==> src/rtl/dsi_ppi_lane_ctrl_if.sv <==
// Beat stream from the DSI packet builder into the PPI lane controller.
// The master side is the packet builder and the slave side is the lane controller.
interface dsi_ppi_lane_ctrl_if;
  logic        s_valid;
  logic [31:0] s_data;
  logic        s_last;
  logic [1:0]  s_nbytes;
  logic        s_ready;

  modport master (output s_valid, output s_data, output s_last, output s_nbytes, input s_ready);
  modport slave  (input s_valid, input s_data, input s_last, input s_nbytes, output s_ready);
endinterface

==> src/rtl/dsi_ppi_lane_ctrl.sv <==
// HS burst controller for the DSI PPI transmit path: PREP, SYNC, payload and TRAIL on 1-4 lanes.
// Optional DSI_LANE_STATS_EN adds a saturating burst_cnt output.
module dsi_ppi_lane_ctrl #(
  parameter int unsigned HS_PREP_CYCLES = 2,
  parameter int unsigned TRAIL_CYCLES   = 4,
  parameter logic [7:0]  SYNC_BYTE      = 8'hB8
) (
  input  logic               ppi_clk,
  input  logic               ppi_rst_n,
  input  logic [1:0]         cfg_lane_cnt,
  dsi_ppi_lane_ctrl_if.slave s_bus,
  input  logic               err_clr,
  output logic [7:0]         PPI_DATA_LANE0,
  output logic [7:0]         PPI_DATA_LANE1,
  output logic [7:0]         PPI_DATA_LANE2,
  output logic [7:0]         PPI_DATA_LANE3,
  output logic               PPI_LANE0_EN,
  output logic               PPI_LANE1_EN,
  output logic               PPI_LANE2_EN,
  output logic               PPI_LANE3_EN,
  output logic               busy,
  output logic               underrun_err
`ifdef DSI_LANE_STATS_EN
  , output logic [15:0]      burst_cnt
`endif
);

  typedef enum logic [2:0] {IDLE, PREP, SYNC, SEND, TRAIL} state_t;

  localparam logic [3:0] PREP_LOAD   = 4'(HS_PREP_CYCLES - 1);
  localparam logic [3:0] TRAIL_LOAD  = 4'(TRAIL_CYCLES);
  localparam logic [3:0] TRAIL_ABORT = 4'(TRAIL_CYCLES - 1);

  state_t          state, state_nx;
  logic [3:0]      cnt, cnt_nx;
  logic [1:0]      lanes_q, lanes_nx;
  logic [3:0]      en_q, en_nx;
  logic [3:0][7:0] data_q, data_nx;
  logic [3:0][7:0] last_q, last_nx;
  logic            err_q, err_nx;
  logic            ready;
  logic            underrun;
  logic [1:0]      nb_clamp;

  function automatic logic [7:0] trail_of(input logic [7:0] b);
    trail_of = {8{~b[7]}};
  endfunction

  assign ready          = (state == SYNC) || (state == SEND);
  assign s_bus.s_ready  = ready;
  assign underrun       = ready && !s_bus.s_valid;
  assign nb_clamp       = (s_bus.s_nbytes > lanes_q) ? lanes_q : s_bus.s_nbytes;

  always_comb begin
    state_nx = state;
    cnt_nx   = cnt;
    lanes_nx = lanes_q;
    en_nx    = en_q;
    data_nx  = data_q;
    last_nx  = last_q;
    err_nx   = err_q;
    if (underrun)     err_nx = 1'b1;
    else if (err_clr) err_nx = 1'b0;

    case (state)
      IDLE: if (s_bus.s_valid) begin
        lanes_nx = cfg_lane_cnt;
        en_nx    = 4'b1111 >> (2'd3 - cfg_lane_cnt);
        data_nx  = '0;
        cnt_nx   = PREP_LOAD;
        state_nx = PREP;
      end
      PREP: begin
        if (cnt == '0) begin
          state_nx = SYNC;
          for (int unsigned i = 0; i < 4; i++)
            if (en_q[i]) begin
              data_nx[i] = SYNC_BYTE;
              last_nx[i] = SYNC_BYTE;
            end
        end else begin
          cnt_nx = cnt - 1'b1;
        end
      end
      SYNC, SEND: begin
        if (s_bus.s_valid) begin
          // Lanes beyond the final byte count begin trailing alongside the last payload.
          for (int unsigned i = 0; i < 4; i++)
            if (en_q[i]) begin
              if (!s_bus.s_last || i <= 32'(nb_clamp)) begin
                data_nx[i] = s_bus.s_data[8*i +: 8];
                last_nx[i] = s_bus.s_data[8*i +: 8];
              end else begin
                data_nx[i] = trail_of(last_q[i]);
              end
            end
          if (s_bus.s_last) begin
            state_nx = TRAIL;
            cnt_nx   = TRAIL_LOAD;
          end else begin
            state_nx = SEND;
          end
        end else begin
          for (int unsigned i = 0; i < 4; i++)
            if (en_q[i]) data_nx[i] = trail_of(last_q[i]);
          state_nx = TRAIL;
          cnt_nx   = TRAIL_ABORT;
        end
      end
      TRAIL: begin
        if (cnt == '0) begin
          state_nx = IDLE;
          en_nx    = '0;
          data_nx  = '0;
        end else begin
          for (int unsigned i = 0; i < 4; i++)
            if (en_q[i]) data_nx[i] = trail_of(last_q[i]);
          cnt_nx = cnt - 1'b1;
        end
      end
      default: state_nx = IDLE;
    endcase
  end

  always_ff @(posedge ppi_clk or negedge ppi_rst_n) begin
    if (!ppi_rst_n) begin
      state   <= IDLE;
      cnt     <= '0;
      lanes_q <= '0;
      en_q    <= '0;
      data_q  <= '0;
      last_q  <= '0;
      err_q   <= 1'b0;
    end else begin
      state   <= state_nx;
      cnt     <= cnt_nx;
      lanes_q <= lanes_nx;
      en_q    <= en_nx;
      data_q  <= data_nx;
      last_q  <= last_nx;
      err_q   <= err_nx;
    end
  end

`ifdef DSI_LANE_STATS_EN
  always_ff @(posedge ppi_clk or negedge ppi_rst_n) begin
    if (!ppi_rst_n)
      burst_cnt <= '0;
    else if (state == TRAIL && cnt == '0 && burst_cnt != '1)
      burst_cnt <= burst_cnt + 16'd1;
  end
`endif

  assign PPI_DATA_LANE0 = data_q[0];
  assign PPI_DATA_LANE1 = data_q[1];
  assign PPI_DATA_LANE2 = data_q[2];
  assign PPI_DATA_LANE3 = data_q[3];
  assign PPI_LANE0_EN   = en_q[0];
  assign PPI_LANE1_EN   = en_q[1];
  assign PPI_LANE2_EN   = en_q[2];
  assign PPI_LANE3_EN   = en_q[3];
  assign busy           = (state != IDLE);
  assign underrun_err   = err_q;

endmodule
==> src/flat_wrapper.sv <==
// flat-port wrapper written by rule: the top's interface ports become plain ports
module dsi_ppi_lane_ctrl_flat 
#(
  parameter int unsigned HS_PREP_CYCLES = 2,
  parameter int unsigned TRAIL_CYCLES   = 4,
  parameter logic [7:0]  SYNC_BYTE      = 8'hB8
)
  (ppi_clk, ppi_rst_n, cfg_lane_cnt, err_clr, PPI_DATA_LANE0, PPI_DATA_LANE1, PPI_DATA_LANE2, PPI_DATA_LANE3, PPI_LANE0_EN, PPI_LANE1_EN, PPI_LANE2_EN, PPI_LANE3_EN, busy, underrun_err, s_bus_s_valid, s_bus_s_data, s_bus_s_last, s_bus_s_nbytes, s_bus_s_ready);
  dsi_ppi_lane_ctrl_if s_bus_i ();
  input  logic ppi_clk;
  input  logic ppi_rst_n;
  input  logic [1:0] cfg_lane_cnt;
  input  logic err_clr;
  output logic [7:0] PPI_DATA_LANE0;
  output logic [7:0] PPI_DATA_LANE1;
  output logic [7:0] PPI_DATA_LANE2;
  output logic [7:0] PPI_DATA_LANE3;
  output logic PPI_LANE0_EN;
  output logic PPI_LANE1_EN;
  output logic PPI_LANE2_EN;
  output logic PPI_LANE3_EN;
  output logic busy;
  output logic underrun_err;
  input wire logic [$bits(s_bus_i.s_valid)-1:0] s_bus_s_valid;
  input wire logic [$bits(s_bus_i.s_data)-1:0] s_bus_s_data;
  input wire logic [$bits(s_bus_i.s_last)-1:0] s_bus_s_last;
  input wire logic [$bits(s_bus_i.s_nbytes)-1:0] s_bus_s_nbytes;
  output wire logic [$bits(s_bus_i.s_ready)-1:0] s_bus_s_ready;
  assign s_bus_i.s_valid = s_bus_s_valid;
  assign s_bus_i.s_data = s_bus_s_data;
  assign s_bus_i.s_last = s_bus_s_last;
  assign s_bus_i.s_nbytes = s_bus_s_nbytes;
  assign s_bus_s_ready = s_bus_i.s_ready;
  dsi_ppi_lane_ctrl #(.HS_PREP_CYCLES(HS_PREP_CYCLES), .TRAIL_CYCLES(TRAIL_CYCLES), .SYNC_BYTE(SYNC_BYTE)) u_core (.ppi_clk(ppi_clk), .ppi_rst_n(ppi_rst_n), .cfg_lane_cnt(cfg_lane_cnt), .s_bus(s_bus_i), .err_clr(err_clr), .PPI_DATA_LANE0(PPI_DATA_LANE0), .PPI_DATA_LANE1(PPI_DATA_LANE1), .PPI_DATA_LANE2(PPI_DATA_LANE2), .PPI_DATA_LANE3(PPI_DATA_LANE3), .PPI_LANE0_EN(PPI_LANE0_EN), .PPI_LANE1_EN(PPI_LANE1_EN), .PPI_LANE2_EN(PPI_LANE2_EN), .PPI_LANE3_EN(PPI_LANE3_EN), .busy(busy), .underrun_err(underrun_err));
endmodule
==> config.mk <==
export PLATFORM = sky130hd
export DESIGN_NAME = dsi_ppi_lane_ctrl_flat
export DESIGN_NICKNAME = d
export VERILOG_FILES = /design/src/rtl/dsi_ppi_lane_ctrl_if.sv /design/src/rtl/dsi_ppi_lane_ctrl.sv /design/src/flat_wrapper.sv
export SDC_FILE = /design/constraint.sdc
export NUM_CORES = 1
export LEC_CHECK = 0
export CORE_ASPECT_RATIO = 1.25
export CORE_MARGIN = 4
export CORE_UTILIZATION = 44
export CTS_CLUSTER_DIAMETER = 50
export DETAILED_ROUTE_END_ITERATION = 6
export PLACE_DENSITY = 0.77
export SLEW_MARGIN = 25
export SYNTH_ARGS = -nofsm -noshare
export SYNTH_HDL_FRONTEND = slang
export SYNTH_SLANG_ARGS = --single-unit
==> constraint.sdc <==
create_clock -name ppi_clk -period 2.1 [get_ports ppi_clk]
set_input_delay 0.21 -clock ppi_clk [delete_from_list [all_inputs] [get_ports ppi_clk]]
set_output_delay 0.21 -clock ppi_clk [all_outputs]
set_load 0.005 [all_outputs]
==> summary.txt <==
Timing
  • Slew Limit Fails: 0
  • Setup TNS: 0 ns
  • Final min period: 2.04 ns
  • Least-Margin Pin Slew: 0.637 ns
  • # setup viols final: 0
  • Relative slew slack: 0.575
  • Final worst slack: 0.0638 ns
  • Clock Skew: 0.00703 ns
  • Max Fclk: 491 MHz
  • Final Hold Vio Count: 0
  • Final worst path period share: 0.970

Pwr
  • PD cells: 1530 nW/µm²
  • VDD IR max: 771 µV
  • P_leak: 0.00174 µW
  • Final Power: 6440 µW

Yosys
  • Adder-cell share of the synthesized area: 0.0215
  • Cell Area, Synth: 2910 µm²
  • Mux contribution to synthesized area: 0.0177
  • Synth Instances: 296
  • Syn avg cell area: 9.82 µm²
  • Synth area leader: dfrtp_1
  • Top-area cell type share of the netlist area: 0.431
  • Register bit total from synthesis: 50
  • Xor/xnor share of the synthesized area: 0.00301
  • Ys flop type: dfrtp_1
  • Sequential fraction of the synthesis area: 0.431
  • Post-synthesis compound-gate area fraction: 0.313
  • Post-synth net total: 342
  • Netlist cell types: 62
  • Post-synth EDFFs: 0
  • Post-Synth Simple-Gate Area: 0.166
  • Syn. warnings: 0
  • FFs w/ async S/R, synth: 1.00
  • Largest family of logic cells by synthesized area: compound AO/OA/AOI/OAI gates
  • Synth top area cells: dfrtp_1 (43%), a221o_1 (4.1%), o21ai_0 (4.1%)

Clock tree
  • Clk root buf: clkbuf_8
  • Worst-Skew Late Latency: 0.31 ns
  • CTS Buf Count: 5
  • CTS tree: done
  • Clock transition at the registers of the reported paths: 0.09 ns
  • CTS sink count: 50
  • Clock buffer depth: 2
  • H-tree levels: 2

Setup path
  • CP Launch Type: flip-flop
  • Highest net fanout along the worst path: 6
  • RR Startpoint: u_core.lanes_q[1]
  • Worst Path Arrival: 1.83 ns
  • Worst setup EP type: output pin
  • CP Data Required Time: 1.89 ns
  • Worst setup path startpoint: u_core.state[1]
  • Critical path type: flip-flop to output pin

Global routing
  • Initial antenna violation count: 0
  • Vias in the first global route: 2953
  • GRT overflow: 0
  • Most used routing layer: met2
  • GR Util All Layers: 0.220
  • M3 GR Usage: 0.0411
  • Met1 Usage GRT: 0.275
  • First-pass GRT wire length: 14000 µm
  • M2 GR Usage: 0.374
  • Largest net degree at the start of global routing: 24

Finish
  • Diodes inserted: 0
  • Share of cells above drive strength 1: 0.191
  • Finished Core Util: 0.669
  • Fin nets: 449
  • P&R area growth vs syn: 44.8%

Detailed routing
  • Routed wire length: 8370 µm
  • Antenna viol nets, final: 0
  • Vias per inst: 5.67
  • Vias: 2775
  • # DRC: 0
  • DRT Pass-1 Iters: 4
  • Drt initial violations: 243
  • Drt wl/cell: 17.1 µm

Die
  • Ports: 80
  • Chip height: 98.9 µm
  • Die Span X: 80.7 µm
  • # rows: 32
  • Die Area: 7980 µm²
  • Core area: 6290 µm²
  • Initial Util: 0.462

Place
  • GPL Wtd Cong: 0.912
  • DP HPWL: 6340 µm
  • PortBufs: 79
  • Place WS: -0.328 ns

Job
  • Max cap viols: 0

Outcome
  • Status: finished clean

Worst hold path
  • Hold crit path type: primary input to asynchronous set/reset pin
where the power goes:
group | switching, µW | internal, µW | total (µW)
Combinational | 1890 | 2040 | 3930
Clock | 325 | 508 | 833
Sequential | 330 | 1350 | 1680
Total | 2550 | 3890 | 6440
cell usage after synthesis (all sizes together) (4+ instances only):
library cell and number:
a22o 9, a32oi 4, clkbuf 6, a22oi 5, a21oi 19, mux2i 4, nor3 4, o21ai 27
buf 10, nand2 22, nor3b 5, nor2 25, inv 14, o2bb2ai 4, nor2b 6, o22ai 7
dfrtp 50, nand2b 8, a221o 12, ha 5, a31oi 9, a221oi 5
stage by stage:
| step | cell area [µm²] | hold WS (ns) | std cells |
|---|---|---|---|
| 2_1_floorplan | 2910 | -0.0856 | 296 |
| 3_3_place_gp | 3980 | 0.209 | 478 |
| 3_5_place_dp | 3980 | 0.216 | 478 |
| 4_1_cts | 4160 | 0.418 | 487 |
| 5_1_grt | 4210 | 0.461 | 489 |
| 6_report | 4210 | 0.409 | 489 |
layout by cell type (no fill, tap or decap), drive strengths merged, types with 4 or more instances in the layout:
| master | count |
|---|---|
| clkbuf | 6 |
| o2bb2ai | 4 |
| a22o | 9 |
| o21ai | 27 |
| nand2b | 8 |
| clkdlybuf4s50 | 78 |
| a32oi | 4 |
| a31oi | 9 |
| mux2i | 4 |
| a22oi | 5 |
| a221oi | 5 |
| nor3b | 5 |
| nor2 | 25 |
| dfrtp | 50 |
| o22ai | 7 |
| nor3 | 4 |
| ha | 5 |
| a21oi | 19 |
| nand2 | 22 |
| buf | 37 |
| a221o | 12 |
| inv | 14 |
| nor2b | 6 |
flip-flops by register name, indices dropped and copies added, names as in the netlist, 3 cells and up:
register / count
u_core.PPI_DATA_LANE0: 8
u_core.PPI_DATA_LANE1: 8
u_core.PPI_DATA_LANE2: 8
u_core.PPI_DATA_LANE3: 8
u_core.cnt: 4
u_core.en_q: 4
u_core.last_q: 4
u_core.state: 3
final cells by class:
cell class                      instances  area (µm²)
Tap cell                               85         106
Sequential cell                        50        1250
Clock buffer                            6        82.6
Multi-Input combinational cell        216        1560
Fill cell                             526        2080
Clock inverter                          2        60.1
Inverter                               14        52.6
Timing Repair Buffer                  116        1090
per-layer routing:
layer,vias to the layer above,share of wire
li1,1331,-
met1,1316,0.41
met2,111,0.50
met3,17,0.069
met4,0,0.019
met5,-,0
worst max-delay path, cell delays in order (launching register included):
cell	delay (ns)
dfrtp_2	0.45
buf_4	0.17
or3_1	0.44
clkdlybuf4s50_1	0.47
final timing paths:
kind	end	slack, ns	depth (start not counted)
max	busy	0.06	3
min	u_core.en_q[3]	0.41	2
max reg2reg	u_core.PPI_DATA_LANE1[7]	0.08	8
min reg2reg	u_core.PPI_DATA_LANE0[0]	0.50	1
max in group asynchronous	u_core.state[2]	1.06	3
min in group ppi_clk	u_core.PPI_DATA_LANE0[5]	0.46	3
timing repair:
item | CTS | global route
gates resized for setup | 4 | 7
pin swaps | 0 | 2
buffers inserted | 0 | 2
hold endpoints to repair | 21 | 0
setup endpoints to repair | 9 | 29
hold buffers | 1 | 0
cell families (layout without fill, tap and decap cells):
family,Yosys count,in the layout
AO/OA/AOI/OAI,120,120
AND/OR/NAND/NOR,85,85
flip-flops,50,50
buffers and inverters,30,138
adder cells (fa/ha/maj),5,5
multiplexers,5,5
XOR/XNOR,1,1
Note: power is estimated with default switching activity, not from simulation.
